<file path="config.mk">
export PLATFORM = sky130hd
export DESIGN_NAME = serial_sub_48bit
export DESIGN_NICKNAME = d
export VERILOG_FILES = /design/src/rtl/serial_sub_48bit.sv
export SDC_FILE = /design/constraint.sdc
export NUM_CORES = 1
export LEC_CHECK = 0
export CAP_MARGIN = 20
export CORE_MARGIN = 2
export CORE_UTILIZATION = 30
export CTS_BUF_LIST = sky130_fd_sc_hd__clkbuf_16
export CTS_CLUSTER_DIAMETER = 100
export DETAILED_ROUTE_END_ITERATION = 6
export PLACE_DENSITY = 0.53
export SLEW_MARGIN = 25
export SYNTH_ARGS = -nofsm -noshare
export SYNTH_HDL_FRONTEND = slang
export SYNTH_SLANG_ARGS = --single-unit
</file>
<file path="constraint.sdc">
create_clock -name clk -period 3.67 [get_ports clk]
set_input_delay 0.5505 -clock clk [delete_from_list [all_inputs] [get_ports clk]]
set_output_delay 0.5505 -clock clk [all_outputs]
set_load 0.005 [all_outputs]
</file>
<file path="src/rtl/serial_sub_48bit.sv">
// serial_sub_48bit: 48-bit unsigned subtractor D = A - B - Bi, computed one
// SLICE-bit slice per clock from the LSB slice upward, with a borrow chained
// between slices. Control is a three-state FSM (IDLE, RUN, DONE).
// Optional feature macro: SUB_OVF_EN adds output V, the two's-complement
// overflow of A - B - Bi, valid with done.
// SLICE must be one of 8, 16, 24 or 48.
module serial_sub_48bit #(
    parameter int SLICE = 8
) (
    input  logic        clk,
    input  logic        rst,
    input  logic        start,
    input  logic        Bi,
    input  logic [47:0] A,
    input  logic [47:0] B,
    output logic [47:0] D,
    output logic        Bo,
    output logic        busy,
`ifdef SUB_OVF_EN
    output logic        V,
`endif
    output logic        done
);

    localparam int NSL = 48 / SLICE;
    localparam int CW  = $clog2(NSL + 1);

    typedef enum logic [1:0] {
        IDLE = 2'd0,
        RUN  = 2'd1,
        DONE = 2'd2
    } state_t;

    state_t          state, state_n;
    logic [47:0]     a_q, b_q, d_q;
    logic            brw_q, bo_q;
    logic [CW-1:0]   cnt_q;
    logic            last_slice;
    logic            capture;
    logic [SLICE:0]  sdiff;
`ifdef SUB_OVF_EN
    logic            v_q;
`endif

    // One slice of subtraction; the extra top bit of the result is the
    // slice borrow-out (set whenever a - b - bin went negative).
    function automatic logic [SLICE:0] sub_slice(input logic [SLICE-1:0] a,
                                                 input logic [SLICE-1:0] b,
                                                 input logic             bin);
        sub_slice = {1'b0, a} - {1'b0, b} - {{SLICE{1'b0}}, bin};
    endfunction

    assign last_slice = (cnt_q == CW'(NSL - 1));
    // A start is honoured only when no operation is in flight.
    assign capture    = start && (state != RUN);
    assign sdiff      = sub_slice(a_q[cnt_q*SLICE +: SLICE],
                                  b_q[cnt_q*SLICE +: SLICE], brw_q);

    // State register.
    always_ff @(posedge clk) begin
        if (!rst) state <= IDLE;
        else      state <= state_n;
    end

    // Next-state logic.
    always_comb begin
        state_n = state;
        case (state)
            IDLE:    if (start) state_n = RUN;
            RUN:     if (last_slice) state_n = DONE;
            DONE:    state_n = start ? RUN : IDLE;
            default: state_n = IDLE;
        endcase
    end

    // Operand capture and slice-serial datapath; results hold until the
    // next slice write, so D/Bo stay stable from DONE until a new run.
    always_ff @(posedge clk) begin
        if (!rst) begin
            a_q   <= '0;
            b_q   <= '0;
            d_q   <= '0;
            brw_q <= 1'b0;
            bo_q  <= 1'b0;
            cnt_q <= '0;
`ifdef SUB_OVF_EN
            v_q   <= 1'b0;
`endif
        end else if (capture) begin
            a_q   <= A;
            b_q   <= B;
            brw_q <= Bi;
            cnt_q <= '0;
        end else if (state == RUN) begin
            d_q[cnt_q*SLICE +: SLICE] <= sdiff[SLICE-1:0];
            brw_q <= sdiff[SLICE];
            cnt_q <= cnt_q + CW'(1);
            if (last_slice) begin
                bo_q <= sdiff[SLICE];
`ifdef SUB_OVF_EN
                // Top result bit is produced in this same cycle.
                v_q  <= (a_q[47] != b_q[47]) && (sdiff[SLICE-1] != a_q[47]);
`endif
            end
        end
    end

    assign D    = d_q;
    assign Bo   = bo_q;
    assign busy = (state == RUN);
    assign done = (state == DONE);
`ifdef SUB_OVF_EN
    assign V    = v_q;
`endif

endmodule

</file>
## Word level (Yosys, flattened, before mapping)

Cells that the tools add are included.

| storage, ports and cells | value |
|---|---|
| register bits after elaboration | 151 |
| bits of input ports | 100 |
| output and inout port bits | 51 |
| logic and storage cells | 37 |

| cells by class | value |
|---|---|
| $add $sub $neg | 4 |
| eq/ne operators | 6 |
| shifts and indexed selects | 4 |
| muxes and demuxes | 7 |
| bitwise logic cells | 2 |
| reductions and logical operators | 7 |

Operator list:

| kind | count |
|---|---|
| $shiftx A48 B7 Y8 | 2 |
| $bwmux W48 | 1 |
| $shift A8 B34 Y48 const A | 1 |
| $shiftx A8 B34 Y48 | 1 |
| $neg A6 Y34 | 1 |
| $sub A8 B8 Y9 | 1 |
| $sub A9 B1 Y9 | 1 |
| $pmux W2 S3 | 1 |
| $mux W2 | 2 |
| $ne A2 B1 Y1 const B | 2 |
| $reduce_and A2 Y1 | 2 |
| $add A3 B1 Y3 const B | 1 |
| $eq A3 B3 Y1 const B | 1 |
| $mux W1 | 3 |
| $reduce_and A3 Y1 | 1 |
| $eq A2 B1 Y1 const B | 1 |
| $eq A2 B2 Y1 const B | 1 |
| $logic_not A2 Y1 | 1 |
| $ne A2 B2 Y1 const B | 1 |
| $not A1 Y1 | 2 |
| $reduce_bool A2 Y1 | 1 |
| $reduce_or A2 Y1 | 1 |
| $logic_and A1 B1 Y1 | 1 |

## Longest topological paths before layout

Gate-level depths: netlist of run 1.

| depth | value |
|---|---|
| depth after elaboration | 5 |
| depth in mapped cells | 14 |
| mapped depth without buffers | 11 |

## Worst setup path after synthesis of run 1

No wires, ideal clock.

| timing | value |
|---|---|
| path type | reg2reg |
| start | register cnt_q[0] |
| end | register d_q[39] (netlist: D[39]) |
| setup time | 137 ps |
| arrival time | 3,444 ps |
| required time | 3,533 ps |
| slack | 89 ps |
| cell stages (with the launch flop) | 13 |
| path buffers | 3 |
| period minus slack after synthesis | 3,581 ps |
| cell sequence | dfxtp_1 > buf_2 > buf_1 > buf_2 > mux4_2 > a21oi_1 > ha_1 > inv_1 > ha_1 > a211o_1 > or3_1 > a311oi_2 > o32ai_1 |

| between the ends | value |
|---|---|
| cells in the longest elaborated chain, start to end | 5 |
| elaborated cells on any way between the ends | 8 |
| those cells by class | add/sub: 3; shift: 4; mux: 1 |

Ends and longest elaborated chain:

| element | line | RTL |
|---|---|---|
| start: declaration | 37 | `logic [CW-1:0] cnt_q;` |
| start signal: assignment | 97 | `cnt_q <= cnt_q + CW'(1);` |
| $shiftx A48 B7 Y8 (on tied branches) | 56, 57 |  |
| $sub A8 B8 Y9 | 50 | `sub_slice = {1'b0, a} - {1'b0, b} - {{SLICE{1'b0}}, bin};` |
| $sub A9 B1 Y9 | 50 |  |
| $shiftx A8 B34 Y48 | 95 | `d_q[cnt_q*SLICE +: SLICE] <= sdiff[SLICE-1:0];` |
| $bwmux W48 (*) | 95 |  |
| end signal: indexed assignment | 95 |  |
| end: declaration | 35 | `logic [47:0] a_q, b_q, d_q;` |

Every way passes the cells marked *; elsewhere a longest branch is shown, timed or not.
A chain may end at the register's enable or synchronous reset.

## Final worst setup path of run 1

| timing | value |
|---|---|
| start | register cnt_q[1] |
| end | register d_q[46] (netlist: D[46]) |

The elaborated chain is that of the path after synthesis.

==> results of run 1 <==
state kept, by name, indices dropped and copies added, names as in the netlist:
signal,flops
b_q,48
D,48
a_q,48
cnt_q,3
Bo,1
state,2
brw_q,1
per-stage QoR:
stage          cells  power [mW]  hold WS [ps]  area [um^2]  util, %
4_1_cts         1251       4.277         453.7         9140    41.62
2_1_floorplan    825       2.228         433.1         6740        -
6_report        1251       4.253         452.7         9154    41.69
3_3_place_gp    1219       2.549         442.9         8559    38.98
5_1_grt         1251       4.455         470.5         9154    41.69
3_5_place_dp    1219       2.551         445.6         8559    38.98
logic make-up after synthesis:
group | share of synthesized area [%]
buffers and inverters | 4.975
multiplexers | 7.685
XOR/XNOR | 0.5199
AO/OA/AOI/OAI | 15.96
flip-flops | 44.85
adder cells (fa/ha/maj) | 3.935
AND/OR/NAND/NOR | 22.07
worst paths after layout:
| path | endpoint | slack (ps) |
|---|---|---|
| worst min register to register | D[0] | 450 |
| worst max-delay path | D[46] | 370 |
| worst min-delay path | D[0] | 450 |
| worst max register to register | D[46] | 370 |
critical path: cells and delay by family, from the launching register on:
family | cells | cell delay, ps
compound gates | 4 | 840
xor+xnor | 1 | 430
fa+ha+maj | 2 | 570
buf+inv | 2 | 230
flops | 1 | 460
mux | 1 | 490
simple gates | 1 | 130
layer usage:
metal / vias to the layer above / share of wire, %
li1: 3090 / -
met1: 2744 / 49
met2: 160 / 45
met3: 15 / 5.0
met4: 0 / 1.2
met5: - / 0
area by class of cell:
class	count	area [um^2]	area share (%)
inverters	24	91.34	0.9978
clock buffers	17	425.4	4.647
flip-flops and latches	151	3024	33.04
multi-input cells	594	3406	37.21
well taps	280	350.3	3.827
repair buffers	170	1702	18.59
clock inverters	15	155.1	1.695
power breakdown:
group          switching (mW)  internal [mW]  total (mW)  leakage (nW)
Clock                   0.728           1.00        1.73         0.280
Sequential             0.0480           1.72        1.76          1.23
Combinational           0.424          0.335       0.759          1.80
Total                    1.20           3.05        4.25          3.31
cells in the final DEF (no fill, tap or decap), types with 4 or more instances in the layout:
| master | n |
|---|---|
| sky130_fd_sc_hd__mux2i_1 | 18 |
| sky130_fd_sc_hd__or3_1 | 4 |
| sky130_fd_sc_hd__nand2b_1 | 5 |
| sky130_fd_sc_hd__nor3_1 | 7 |
| sky130_fd_sc_hd__o31ai_1 | 6 |
| sky130_fd_sc_hd__buf_4 | 16 |
| sky130_fd_sc_hd__o31a_1 | 4 |
| sky130_fd_sc_hd__clkbuf_16 | 17 |
| sky130_fd_sc_hd__o21ai_0 | 23 |
| sky130_fd_sc_hd__clkinv_4 | 5 |
| sky130_fd_sc_hd__nor2_1 | 29 |
| sky130_fd_sc_hd__buf_12 | 4 |
| sky130_fd_sc_hd__clkdlybuf4s50_1 | 150 |
| sky130_fd_sc_hd__ha_1 | 18 |
| sky130_fd_sc_hd__a21oi_1 | 132 |
| sky130_fd_sc_hd__inv_1 | 24 |
| sky130_fd_sc_hd__nand3_1 | 34 |
| sky130_fd_sc_hd__nand2_1 | 242 |
| sky130_fd_sc_hd__dfxtp_1 | 150 |
| sky130_fd_sc_hd__a22oi_1 | 7 |
| sky130_fd_sc_hd__mux4_2 | 15 |
| sky130_fd_sc_hd__nand4_1 | 7 |
==> flow_summary.rst, run 1 <==
.. list-table::
   :header-rows: 1

   * - Metric
     - Value
   * - Global-route wire length before repair
     - 31.36 mm
   * - Count of nets left with antenna violations after detail routing
     - 0
   * - GRT met3 Usage
     - 4.453%
   * - Crit path DAT
     - 3590 ps
   * - Number of clock sinks seen by CTS
     - 151
   * - Power per standard cell area
     - 464.6 nW/um^2
   * - Most common cell on crit path
     - sky130_fd_sc_hd__ha_1
   * - Tightest Pin Transition
     - 650.3 ps
   * - Met2 track demand over resource
     - 25.85%
   * - RSZ-0062 raised after global routing
     - no
   * - Sort of element at the end of the critical path
     - register
   * - Number of fillers in the final layout
     - 2,251
   * - Clock network latency to the later pin of the worst-skew pair
     - 430 ps
   * - Total I/O pin count
     - 151
   * - Sequential fraction of the synthesis area
     - 44.85%
   * - Max stage delay cell, worst path
     - sky130_fd_sc_hd__mux4_2
   * - Setup slack after placement
     - 324.4 ps
   * - Min Tclk post-route
     - 3295 ps
   * - Final RePlAce weighted congestion
     - 0.8450
   * - Kind of critical path
     - register to register
   * - Number of synthesized register bits
     - 151
   * - Vias
     - 6,009
   * - Number of hold-slack violations in the final timing report
     - 0
   * - Global Route Usage Sum
     - 16.85%
   * - Hold Path Class
     - register to register
   * - WL per Instance
     - 15.77 um
   * - Die Wd
     - 153.9 um
   * - Fraction of registers with async set/reset
     - 0%
   * - Initial Util
     - 30.70%
   * - Number of global-route vias before repair
     - 5,863
   * - # DRC
     - 0
   * - Antenna violations before repair
     - 0
   * - Final Cycle Share
     - 89.80%
   * - Pin count of the biggest net entering global routing
     - 99
   * - H-tree levels
     - 4
   * - Cell type contributing the most total cell area after synthesis
     - sky130_fd_sc_hd__dfxtp_1
   * - Number of hold-repair buffers added at the cts stage
     - 0
   * - Max-slew headroom at the worst pin
     - 56.41%
   * - Area of the core region
     - 21,960 um^2
   * - Antenna diode instance count
     - 0
   * - IO buf count
     - 150
   * - Cell at the root of the clock tree
     - sky130_fd_sc_hd__clkbuf_16
   * - Length of the first detailed-routing pass in iterations
     - 5
   * - Post-synthesis cell area
     - 6740 um^2
   * - Required arrival time at the worst endpoint
     - 3960 ps
   * - Warning count from the yosys run
     - 0
   * - Number of buffers inserted during clock tree synthesis
     - 17
   * - Die ar.
     - 23,680 um^2
   * - DPL Wire Length
     - 14.27 mm
   * - Fraction of post-synthesis cell area in the top cell type by area
     - 44.85%
   * - Post-synth cell types
     - 51
   * - DRT iter0 DRCs
     - 322
   * - Critical hold path startpoint
     - D[0]
   * - Final Skew
     - 10.10 ps
   * - Worst setup path startpoint
     - cnt_q[1]
   * - Largest driver fanout on the critical path
     - 8
   * - Leakage dissipation
     - 3.311 nW
   * - Number of core rows
     - 54
   * - Most instantiated cells after synthesis
     - sky130_fd_sc_hd__nand2_1, sky130_fd_sc_hd__dfxtp_1, sky130_fd_sc_hd__a21oi_1
   * - Synthesized Nets
     - 945
   * - Number of cells on the worst hold path
     - 2
   * - Top cells by area, synth
     - sky130_fd_sc_hd__dfxtp_1, sky130_fd_sc_hd__nand2_1, sky130_fd_sc_hd__a21oi_1, sky130_fd_sc_hd__mux4_2, sky130_fd_sc_hd__ha_1
   * - Least setup slack across all paths after layout
     - 374.5 ps
   * - Post-synthesis average cell area
     - 8.170 um^2
   * - Maximum frequency from static timing analysis
     - 303.4 MHz
   * - Setup tns final
     - 0 ps
   * - Max-capacitance violation count
     - 0
   * - Highest cell delay on the worst timing path
     - 490 ps
   * - Clock slew at reported path FFs
     - 60 ps
   * - Met1 track utilization from global routing
     - 23.49%
   * - Number of setup violations in the final report
     - 0
   * - Run status
     - finished, final reports clean
   * - Post-CTS sizing
     - 0
   * - Routed Wire Length
     - 19.73 mm
   * - Per-cell via count in the routed design
     - 4.803
   * - Maximum vdd ir drop
     - 0.3045 mV
   * - Primary FF master, synth
     - sky130_fd_sc_hd__dfxtp_1
   * - Most crowded layer after global routing
     - met2
   * - Fraction of layout cells with a size suffix above 1
     - 8.239%
   * - Number of instances in the synthesized netlist
     - 825
   * - Die height
     - 153.9 um
   * - Critical Path Start Type
     - register
   * - Post-CTS setup buffer count
     - 0
   * - Number of cells on the worst reg-to-reg path
     - 11
   * - Critical register-to-register path startpoint
     - cnt_q[1]
   * - Residual overflow from global routing
     - 0
   * - Most frequently used cell type in the post-synthesis netlist
     - sky130_fd_sc_hd__nand2_1
   * - Final number of max-transition violations
     - 0
   * - NumNets Final
     - 1,078
   * - Growth of design area from synthesis to finish
     - 35.81%
   * - Number of synthesized flops with an enable pin
     - 0
   * - Buffers from clock root to sink, at most
     - 2
   * - CTS tree
     - yes
   * - Ordered list of cells on the worst path
     - buf_4, mux4_2, a21oi_1, ha_1, inv_1, ha_1, a21boi_0, o211ai_1, nand2_1, xnor2_1, o21ai_0
Note: power is estimated with default switching activity, not from simulation.
==> inputs of run 2 (changes only) <==
- CORE_MARGIN: 2 -> 1.5
==> run 2 against run 1 <==
Effect of this change: the flow now finishes with violations (design-rule violations); sequential cell count unchanged; worst setup slack worse by 80 ps; cell count increased by 0.16%; clock skew up 1.1 ps; critical path depth did not move; via count is 0.72% higher; clock power rose by 8%; maximum frequency decreased by 2.4%; sequential power is essentially flat; sequential share of layout area fell by 0.16 points; critical endpoint is now D[11]; largest cell class unchanged; highest routed layer unchanged.
==> flow_summary.rst, run 2 (synthesized netlist as in run 1, its figures left out) <==
.. list-table::
   :header-rows: 1

   * - Metric
     - Value
   * - Pin count of the biggest net entering global routing
     - 74 (was 99)
   * - Initial Util
     - 30.70% (unchanged)
   * - Finished Core Util
     - 41.89% (was 41.69%)
   * - Internal power of the cells
     - 3.203 mW (was 3.053 mW)
   * - NumNets Final
     - 1,080 (was 1,078)
   * - Global Route Usage Sum
     - 17.33% (was 16.85%)
   * - Critical Path Start Type
     - register (unchanged)
   * - Run status
     - complete, but fails checks (was finished, final reports clean)
   * - Fraction of layout cells with a size suffix above 1
     - 8.530% (was 8.239%)
   * - Die height
     - 152.9 um (was 153.9 um)
   * - Combinational Power Share
     - 17.4% (was 17.8%)
   * - Antenna violations before repair
     - 0 (unchanged)
   * - Tightest Pin Transition
     - 876.3 ps (was 650.3 ps)
   * - Die ar.
     - 23,380 um^2 (was 23,680 um^2)
   * - Number of hold-slack violations in the final timing report
     - 0 (unchanged)
   * - Kind of critical path
     - register to register (unchanged)
   * - Maximum vdd ir drop
     - 0.2695 mV (was 0.3045 mV)
   * - Clock slew at reported path FFs
     - 60 ps (about the same)
   * - Final Skew
     - 11.25 ps (was 10.10 ps)
   * - Endpoint with the worst hold slack
     - b_q[19] (was D[0])
   * - Hold Path Class
     - register to register (unchanged)
   * - Total placed instance area
     - 8569 um^2 (was 8559 um^2)
   * - RSZ-0062 raised after global routing
     - no (unchanged)
   * - Max-capacitance violation count
     - 0 (unchanged)
   * - Number of cells on the worst reg-to-reg path
     - 11 (unchanged)
   * - Global-route wire length before repair
     - 31.75 mm (was 31.36 mm)
   * - Largest driver fanout on the critical path
     - 29 (was 8)
   * - Number of cells on the worst hold path
     - 2 (unchanged)
   * - Total buffers and inverters traversed by the critical path
     - 1 (was 2)
   * - Max-slew headroom at the worst pin
     - 41.37% (was 56.41%)
   * - Antenna diode instance count
     - 0 (unchanged)
   * - Min Tclk post-route
     - 3376 ps (was 3295 ps)
   * - Leakage dissipation
     - 3.341 nW (was 3.311 nW)
   * - Clk network pwr share
     - 42.6% (was 40.7%)
   * - Area of the core region
     - 21,960 um^2 (unchanged)
   * - Per-cell via count in the routed design
     - 4.830 (was 4.803)
   * - Top library cells by usage in the layout, fill and taps aside
     - sky130_fd_sc_hd__nand2_1, sky130_fd_sc_hd__dfxtp_1, sky130_fd_sc_hd__clkdlybuf4s50_1 (unchanged)
   * - Count of nets left with antenna violations after detail routing
     - 0 (unchanged)
   * - Critical register-to-register path startpoint
     - cnt_q[0] (was cnt_q[1])
   * - Sort of element at the end of the critical path
     - register (unchanged)
   * - Max stage delay cell, worst path
     - sky130_fd_sc_hd__or4_1 (was sky130_fd_sc_hd__mux4_2)
   * - Post-CTS setup buffer count
     - 0 (unchanged)
   * - DPL Wire Length
     - 14.46 mm (was 14.27 mm)
   * - Multi-input gate area in the final layout
     - 3392 um^2 (was 3406 um^2)
   * - WL per Instance
     - 15.73 um (was 15.77 um)
   * - Proportion of total power due to net switching
     - 27.24% (was 28.22%)
   * - Number of global-route vias before repair
     - 5,815 (was 5,863)
   * - Buffers from clock root to sink, at most
     - 2 (unchanged)
   * - Violations in the final reports
     - design-rule violations
   * - Cell at the root of the clock tree
     - sky130_fd_sc_hd__clkbuf_16 (unchanged)
   * - Total power
     - 4.402 mW (was 4.253 mW)
   * - Length of the first detailed-routing pass in iterations
     - 7 (was 5)
   * - H-tree levels
     - 4 (unchanged)
   * - Final cell area excluding filler cells
     - 9199 um^2 (was 9154 um^2)
   * - IO buf count
     - 150 (unchanged)
   * - Routed Wire Length
     - 19.71 mm (was 19.73 mm)
   * - Tightest hold margin
     - 451.0 ps (was 452.7 ps)
   * - Highest cell delay on the worst timing path
     - 530 ps (was 490 ps)
   * - Commonest non-fill, non-tap cell in the layout
     - sky130_fd_sc_hd__nand2_1 (unchanged)
   * - Post-CTS sizing
     - 0 (unchanged)
   * - Share of total power in sequential cells
     - 40.0% (was 41.5%)
   * - Growth of design area from synthesis to finish
     - 36.48% (was 35.81%)
   * - Largest delay contributor family on the critical path
     - simple AND/OR/NAND/NOR gates (was compound AO/OA/AOI/OAI gates)
   * - Final Cycle Share
     - 91.98% (was 89.80%)
   * - End of the worst register-to-register path
     - D[11] (was D[46])
   * - Total I/O pin count
     - 151 (unchanged)
   * - # DRC
     - 11 (was 0)
   * - Crit path DAT
     - 3750 ps (was 3590 ps)
   * - Required arrival time at the worst endpoint
     - 4040 ps (was 3960 ps)
   * - CTS tree
     - yes (unchanged)
   * - Number of setup violations in the final report
     - 0 (unchanged)
   * - Setup tns final
     - 0 ps (unchanged)
   * - DRT iter0 DRCs
     - 354 (was 322)
   * - Critical hold path startpoint
     - b_q[19] (was D[0])
   * - Number of hold-repair buffers added at the cts stage
     - 0 (unchanged)
   * - Die Wd
     - 152.9 um (was 153.9 um)
   * - Total area of sequential cells
     - 3024 um^2 (unchanged)
   * - Number of buffers inserted during clock tree synthesis
     - 17 (unchanged)
   * - Final RePlAce weighted congestion
     - 0.7940 (was 0.8450)
   * - Maximum frequency from static timing analysis
     - 296.2 MHz (was 303.4 MHz)
   * - Switching power
     - 1.199 mW (was 1.200 mW)
   * - Worst setup slack for register-to-register paths
     - 290 ps (was 370 ps)
   * - Number of core rows
     - 54 (unchanged)
   * - Residual overflow from global routing
     - 0 (unchanged)
   * - Clock network latency to the later pin of the worst-skew pair
     - 440 ps (was 430 ps)
   * - Final number of max-transition violations
     - 0 (unchanged)
   * - Number of clock sinks seen by CTS
     - 151 (unchanged)
   * - Vias
     - 6,052 (was 6,009)
   * - Power per standard cell area
     - 478.6 nW/um^2 (was 464.6 nW/um^2)
   * - Ordered list of cells on the worst path
     - buf_12, mux4_2, nand2_1, o31ai_1, fa_1, ha_1, or3b_1, o32ai_2, nor3_2, or4_1, nand3_1 (was buf_4, mux4_2, a21oi_1, ha_1, inv_1, ha_1, a21boi_0, o211ai_1, nand2_1, xnor2_1, o21ai_0)
   * - Number of fillers in the final layout
     - 2,284 (was 2,251)
-- run 2: cell types whose count changed in the layout (fill, tap and decap cells not counted) --
cell / delta
sky130_fd_sc_hd__buf_4: +2
sky130_fd_sc_hd__nand2_8: -1
sky130_fd_sc_hd__nand2_2: +1
sky130_fd_sc_hd__clkinv_4: -4
sky130_fd_sc_hd__bufinv_16: +2
sky130_fd_sc_hd__clkinv_1: -1
sky130_fd_sc_hd__inv_6: +2
sky130_fd_sc_hd__clkinv_2: +1
-- run 2: final cells by class --
type / instances / share of cell area [%]
Multi-Input combinational cell: 594 / 36.87
Sequential cell: 151 / 32.88
Timing Repair Buffer: 172 / 18.66
Clock buffer: 17 / 4.625
Tap cell: 280 / 3.808
Clock inverter: 15 / 2.163
Inverter: 24 / 0.9929
-- run 2: how the worst max path moves through the flow --
stage / start / to / slack (ps) / cells past startpoint
final: cnt_q[0] / D[11] / 290 / 11
after global routing: cnt_q[0] / D[11] / 60 / 11
after CTS: cnt_q[0] / D[35] / 190 / 10
after detailed placement: cnt_q[0] / D[35] / 200 / 10
after global placement: cnt_q[0] / D[35] / 250 / 10
after floorplan: cnt_q[0] / D[39] / 90 / 12
-- run 2: power by group through the flow --
stage | clock network, mW | logic (mW) | registers, mW
2_1_floorplan | 0 | 0.448 | 1.78
3_3_place_gp | 0 | 0.764 | 1.80
3_5_place_dp | 0 | 0.767 | 1.80
4_1_cts | 1.90 | 0.770 | 1.76
5_1_grt | 1.98 | 0.849 | 1.77
6_report | 1.87 | 0.765 | 1.76
-- run 2: through the flow --
stage                     std cells  setup WS (ps)
after global placement         1221          248.6
after floorplan                 825          88.53
final                          1253          294.4
after detailed placement       1221          204.7
after global routing           1253          56.62
after CTS                      1253          186.0
-- run 2: worst register-to-register path: stages (launching register included) --
cell and delay [ps]:
sky130_fd_sc_hd__dfxtp_2 490, sky130_fd_sc_hd__buf_12 240, sky130_fd_sc_hd__mux4_2 310, sky130_fd_sc_hd__nand2_1 80
sky130_fd_sc_hd__o31ai_1 90, sky130_fd_sc_hd__fa_1 400, sky130_fd_sc_hd__ha_1 310, sky130_fd_sc_hd__or3b_1 360
sky130_fd_sc_hd__o32ai_2 230, sky130_fd_sc_hd__nor3_2 190, sky130_fd_sc_hd__or4_1 530, sky130_fd_sc_hd__nand3_1 90
-- run 2: per-layer routing --
layer | wire length (um) | GRT usage (%) | vias up | share of wire (%)
met5 | 0 | 0 | - | 0
met4 | 232 | 4.622 | 0 | 1.2
met3 | 1154 | 4.565 | 19 | 5.9
met2 | 8905 | 26.51 | 183 | 45
met1 | 9421 | 24.12 | 2766 | 48
li1 | - | - | 3084 | -
==> inputs of run 3 (changes only) <==
- SLEW_MARGIN: 25 -> default
==> run 3 against run 2 <==
Effect of this change: the run still ends with design-rule violations left; sequential cell count unchanged; total power about the same; cell count about the same; die area unchanged; utilization about the same; clock-buffer cell count unchanged; register-to-register slack about the same; critical path type unchanged; largest cell class unchanged; largest power group unchanged; highest routed layer unchanged.
==> flow_summary.rst, run 3 (synthesized netlist as in run 1, its figures left out) <==
.. list-table::
   :header-rows: 1

   * - Metric
     - Value
   * - Number of hold-repair buffers added at the cts stage
     - 0 (unchanged)
   * - Global-route wire length before repair
     - 31.75 mm (unchanged)
   * - Global Route Usage Sum
     - 17.33% (unchanged)
   * - Number of cells on the worst hold path
     - 2 (unchanged)
   * - Largest driver fanout on the critical path
     - 29 (unchanged)
   * - Critical Path Start Type
     - register (unchanged)
   * - CTS tree
     - yes (unchanged)
   * - Initial Util
     - 30.70% (unchanged)
   * - Kind of critical path
     - register to register (unchanged)
   * - Total I/O pin count
     - 151 (unchanged)
   * - Final Skew
     - 11.47 ps (was 11.25 ps)
   * - Total area of sequential cells
     - 3027 um^2 (was 3024 um^2)
   * - Residual overflow from global routing
     - 0 (unchanged)
   * - Final RePlAce weighted congestion
     - 0.7940 (unchanged)
   * - Die height
     - 152.9 um (unchanged)
   * - IO buf count
     - 150 (unchanged)
   * - H-tree levels
     - 4 (unchanged)
   * - Number of core rows
     - 54 (unchanged)
   * - Length of the first detailed-routing pass in iterations
     - 7 (unchanged)
   * - Multi-input gate area in the final layout
     - 3387 um^2 (was 3392 um^2)
   * - Fraction of layout cells with a size suffix above 1
     - 8.522% (was 8.530%)
   * - Antenna diode instance count
     - 0 (unchanged)
   * - Critical hold path startpoint
     - b_q[19] (unchanged)
   * - Number of clock sinks seen by CTS
     - 151 (unchanged)
   * - End of the worst register-to-register path
     - D[11] (unchanged)
   * - Maximum vdd ir drop
     - 0.2696 mV (was 0.2695 mV)
   * - Pin count of the biggest net entering global routing
     - 74 (unchanged)
   * - Clock slew at reported path FFs
     - 60 ps (about the same)
   * - Die ar.
     - 23,380 um^2 (unchanged)
   * - Final Cycle Share
     - 92.10% (was 91.98%)
   * - Worst setup slack for register-to-register paths
     - 290 ps (about the same)
   * - Required arrival time at the worst endpoint
     - 4050 ps (was 4040 ps)
   * - Endpoint with the worst hold slack
     - b_q[19] (unchanged)
   * - NumNets Final
     - 1,081 (was 1,080)
   * - Min Tclk post-route
     - 3380 ps (was 3376 ps)
   * - DRT iter0 DRCs
     - 328 (was 354)
   * - Area of the core region
     - 21,960 um^2 (unchanged)
   * - Vias
     - 6,065 (was 6,052)
   * - Antenna violations before repair
     - 0 (unchanged)
   * - Buffers from clock root to sink, at most
     - 2 (unchanged)
   * - Clock network latency to the later pin of the worst-skew pair
     - 440 ps (about the same)
   * - Total placed instance area
     - 8569 um^2 (unchanged)
   * - Sort of element at the end of the critical path
     - register (unchanged)
   * - RSZ-0062 raised after global routing
     - no (unchanged)
   * - Setup tns final
     - 0 ps (unchanged)
   * - Max-capacitance violation count
     - 0 (unchanged)
   * - Number of cells on the worst reg-to-reg path
     - 12 (was 11)
   * - Commonest non-fill, non-tap cell in the layout
     - sky130_fd_sc_hd__nand2_1 (unchanged)
   * - # DRC
     - 11 (unchanged)
   * - Tightest Pin Transition
     - 882.9 ps (was 876.3 ps)
   * - Tightest hold margin
     - 450.9 ps (was 451.0 ps)
   * - Non-filler cells, final
     - 1,254 (was 1,253)
   * - Power per standard cell area
     - 478.6 nW/um^2 (about the same)
   * - Max-slew headroom at the worst pin
     - 40.93% (was 41.37%)
   * - Number of buffers inserted during clock tree synthesis
     - 17 (unchanged)
   * - Top library cells by usage in the layout, fill and taps aside
     - sky130_fd_sc_hd__nand2_1, sky130_fd_sc_hd__dfxtp_1, sky130_fd_sc_hd__clkdlybuf4s50_1 (unchanged)
   * - Critical register-to-register path startpoint
     - cnt_q[0] (unchanged)
   * - Leakage dissipation
     - 3.344 nW (was 3.341 nW)
   * - Number of hold-slack violations in the final timing report
     - 0 (unchanged)
   * - Hold Path Class
     - register to register (unchanged)
   * - Total placed cells including tap cells
     - 1,221 (unchanged)
   * - Number of fillers in the final layout
     - 2,284 (unchanged)
   * - Count of nets left with antenna violations after detail routing
     - 0 (unchanged)
   * - Per-cell via count in the routed design
     - 4.837 (was 4.830)
   * - Final number of max-transition violations
     - 0 (unchanged)
   * - Final cell area excluding filler cells
     - 9204 um^2 (was 9199 um^2)
   * - DPL Wire Length
     - 14.46 mm (unchanged)
   * - Number of global-route vias before repair
     - 5,815 (unchanged)
   * - Die Wd
     - 152.9 um (unchanged)
   * - Violations in the final reports
     - design-rule violations (unchanged)
   * - Routed Wire Length
     - 19.78 mm (was 19.71 mm)
   * - Run status
     - complete, but fails checks (unchanged)
   * - Cell at the root of the clock tree
     - sky130_fd_sc_hd__clkbuf_16 (unchanged)
   * - Growth of design area from synthesis to finish
     - 36.55% (was 36.48%)
   * - Number of setup violations in the final report
     - 0 (unchanged)
   * - Maximum frequency from static timing analysis
     - 295.9 MHz (was 296.2 MHz)
   * - WL per Instance
     - 15.77 um (was 15.73 um)
   * - Crit path DAT
     - 3760 ps (was 3750 ps)
-- run 3: cell count changes in the layout (fill, tap and decap cells not counted) --
| cell | change |
|---|---|
| sky130_fd_sc_hd__dfxtp_2 | -1 |
| sky130_fd_sc_hd__clkbuf_4 | +1 |
| sky130_fd_sc_hd__dfxtp_4 | +1 |
| sky130_fd_sc_hd__nor3_2 | -1 |
| sky130_fd_sc_hd__nor3_1 | +1 |
-- run 3: report_power, final --
part | internal, mW | switching (mW)
Clock | 1.14 | 0.733
Sequential | 1.72 | 0.0469
Combinational | 0.349 | 0.420
Total | 3.20 | 1.20
-- run 3: worst max-delay path: stages (launching register included) --
cell and delay (ps):
sky130_fd_sc_hd__dfxtp_4 440, sky130_fd_sc_hd__buf_12 220, sky130_fd_sc_hd__mux4_2 310, sky130_fd_sc_hd__nand2_1 80, sky130_fd_sc_hd__o31ai_1 90, sky130_fd_sc_hd__fa_1 400, sky130_fd_sc_hd__ha_1 310, sky130_fd_sc_hd__or3b_1 360
sky130_fd_sc_hd__o32ai_2 210, sky130_fd_sc_hd__nor3_1 110, sky130_fd_sc_hd__clkbuf_4 210, sky130_fd_sc_hd__or4_1 500, sky130_fd_sc_hd__nand3_1 90
-- run 3: repair_timing --
item	CTS	global route
resized for setup	0	1
setup buffers	0	0
setup endpoints to repair	0	1
-- run 3: worst max path at each step --
stage | slack, ps | end | from | cells after the start
2_1_floorplan | 90 | D[39] | cnt_q[0] | 12
3_3_place_gp | 250 | D[35] | cnt_q[0] | 10
3_5_place_dp | 200 | D[35] | cnt_q[0] | 10
4_1_cts | 190 | D[35] | cnt_q[0] | 10
5_1_grt | 70 | D[11] | cnt_q[0] | 12
6_report | 290 | D[11] | cnt_q[0] | 12
-- run 3: area by class of cell --
type                       instances  share of cell area, %
timing repair buffer             173                  18.73
tap                              280                  3.806
clock buffer                      17                  4.622
sequential                       151                  32.88
clock inverter                    15                  2.162
inverter                          24                 0.9924
multi-input combinational        594                  36.80
-- run 3: per-layer routing --
metal | share of wire, % | up-vias | track usage, %
met5 | 0 | - | 0
met4 | 1.2 | 0 | 4.622
met3 | 5.8 | 19 | 4.565
met2 | 45 | 163 | 26.51
met1 | 48 | 2795 | 24.12
li1 | - | 3088 | -
-- run 3: stage by stage --
| step | worst slack, ps | power (mW) | utilization (%) |
|---|---|---|---|
| 6_report | 289.9 | 4.405 | 41.91 |
| 5_1_grt | 66.84 | 4.599 | 41.91 |
| 4_1_cts | 186.0 | 4.438 | 41.87 |
| 3_5_place_dp | 204.7 | 2.568 | 39.03 |
| 3_3_place_gp | 248.6 | 2.564 | 39.03 |
| 2_1_floorplan | 88.53 | 2.228 | - |
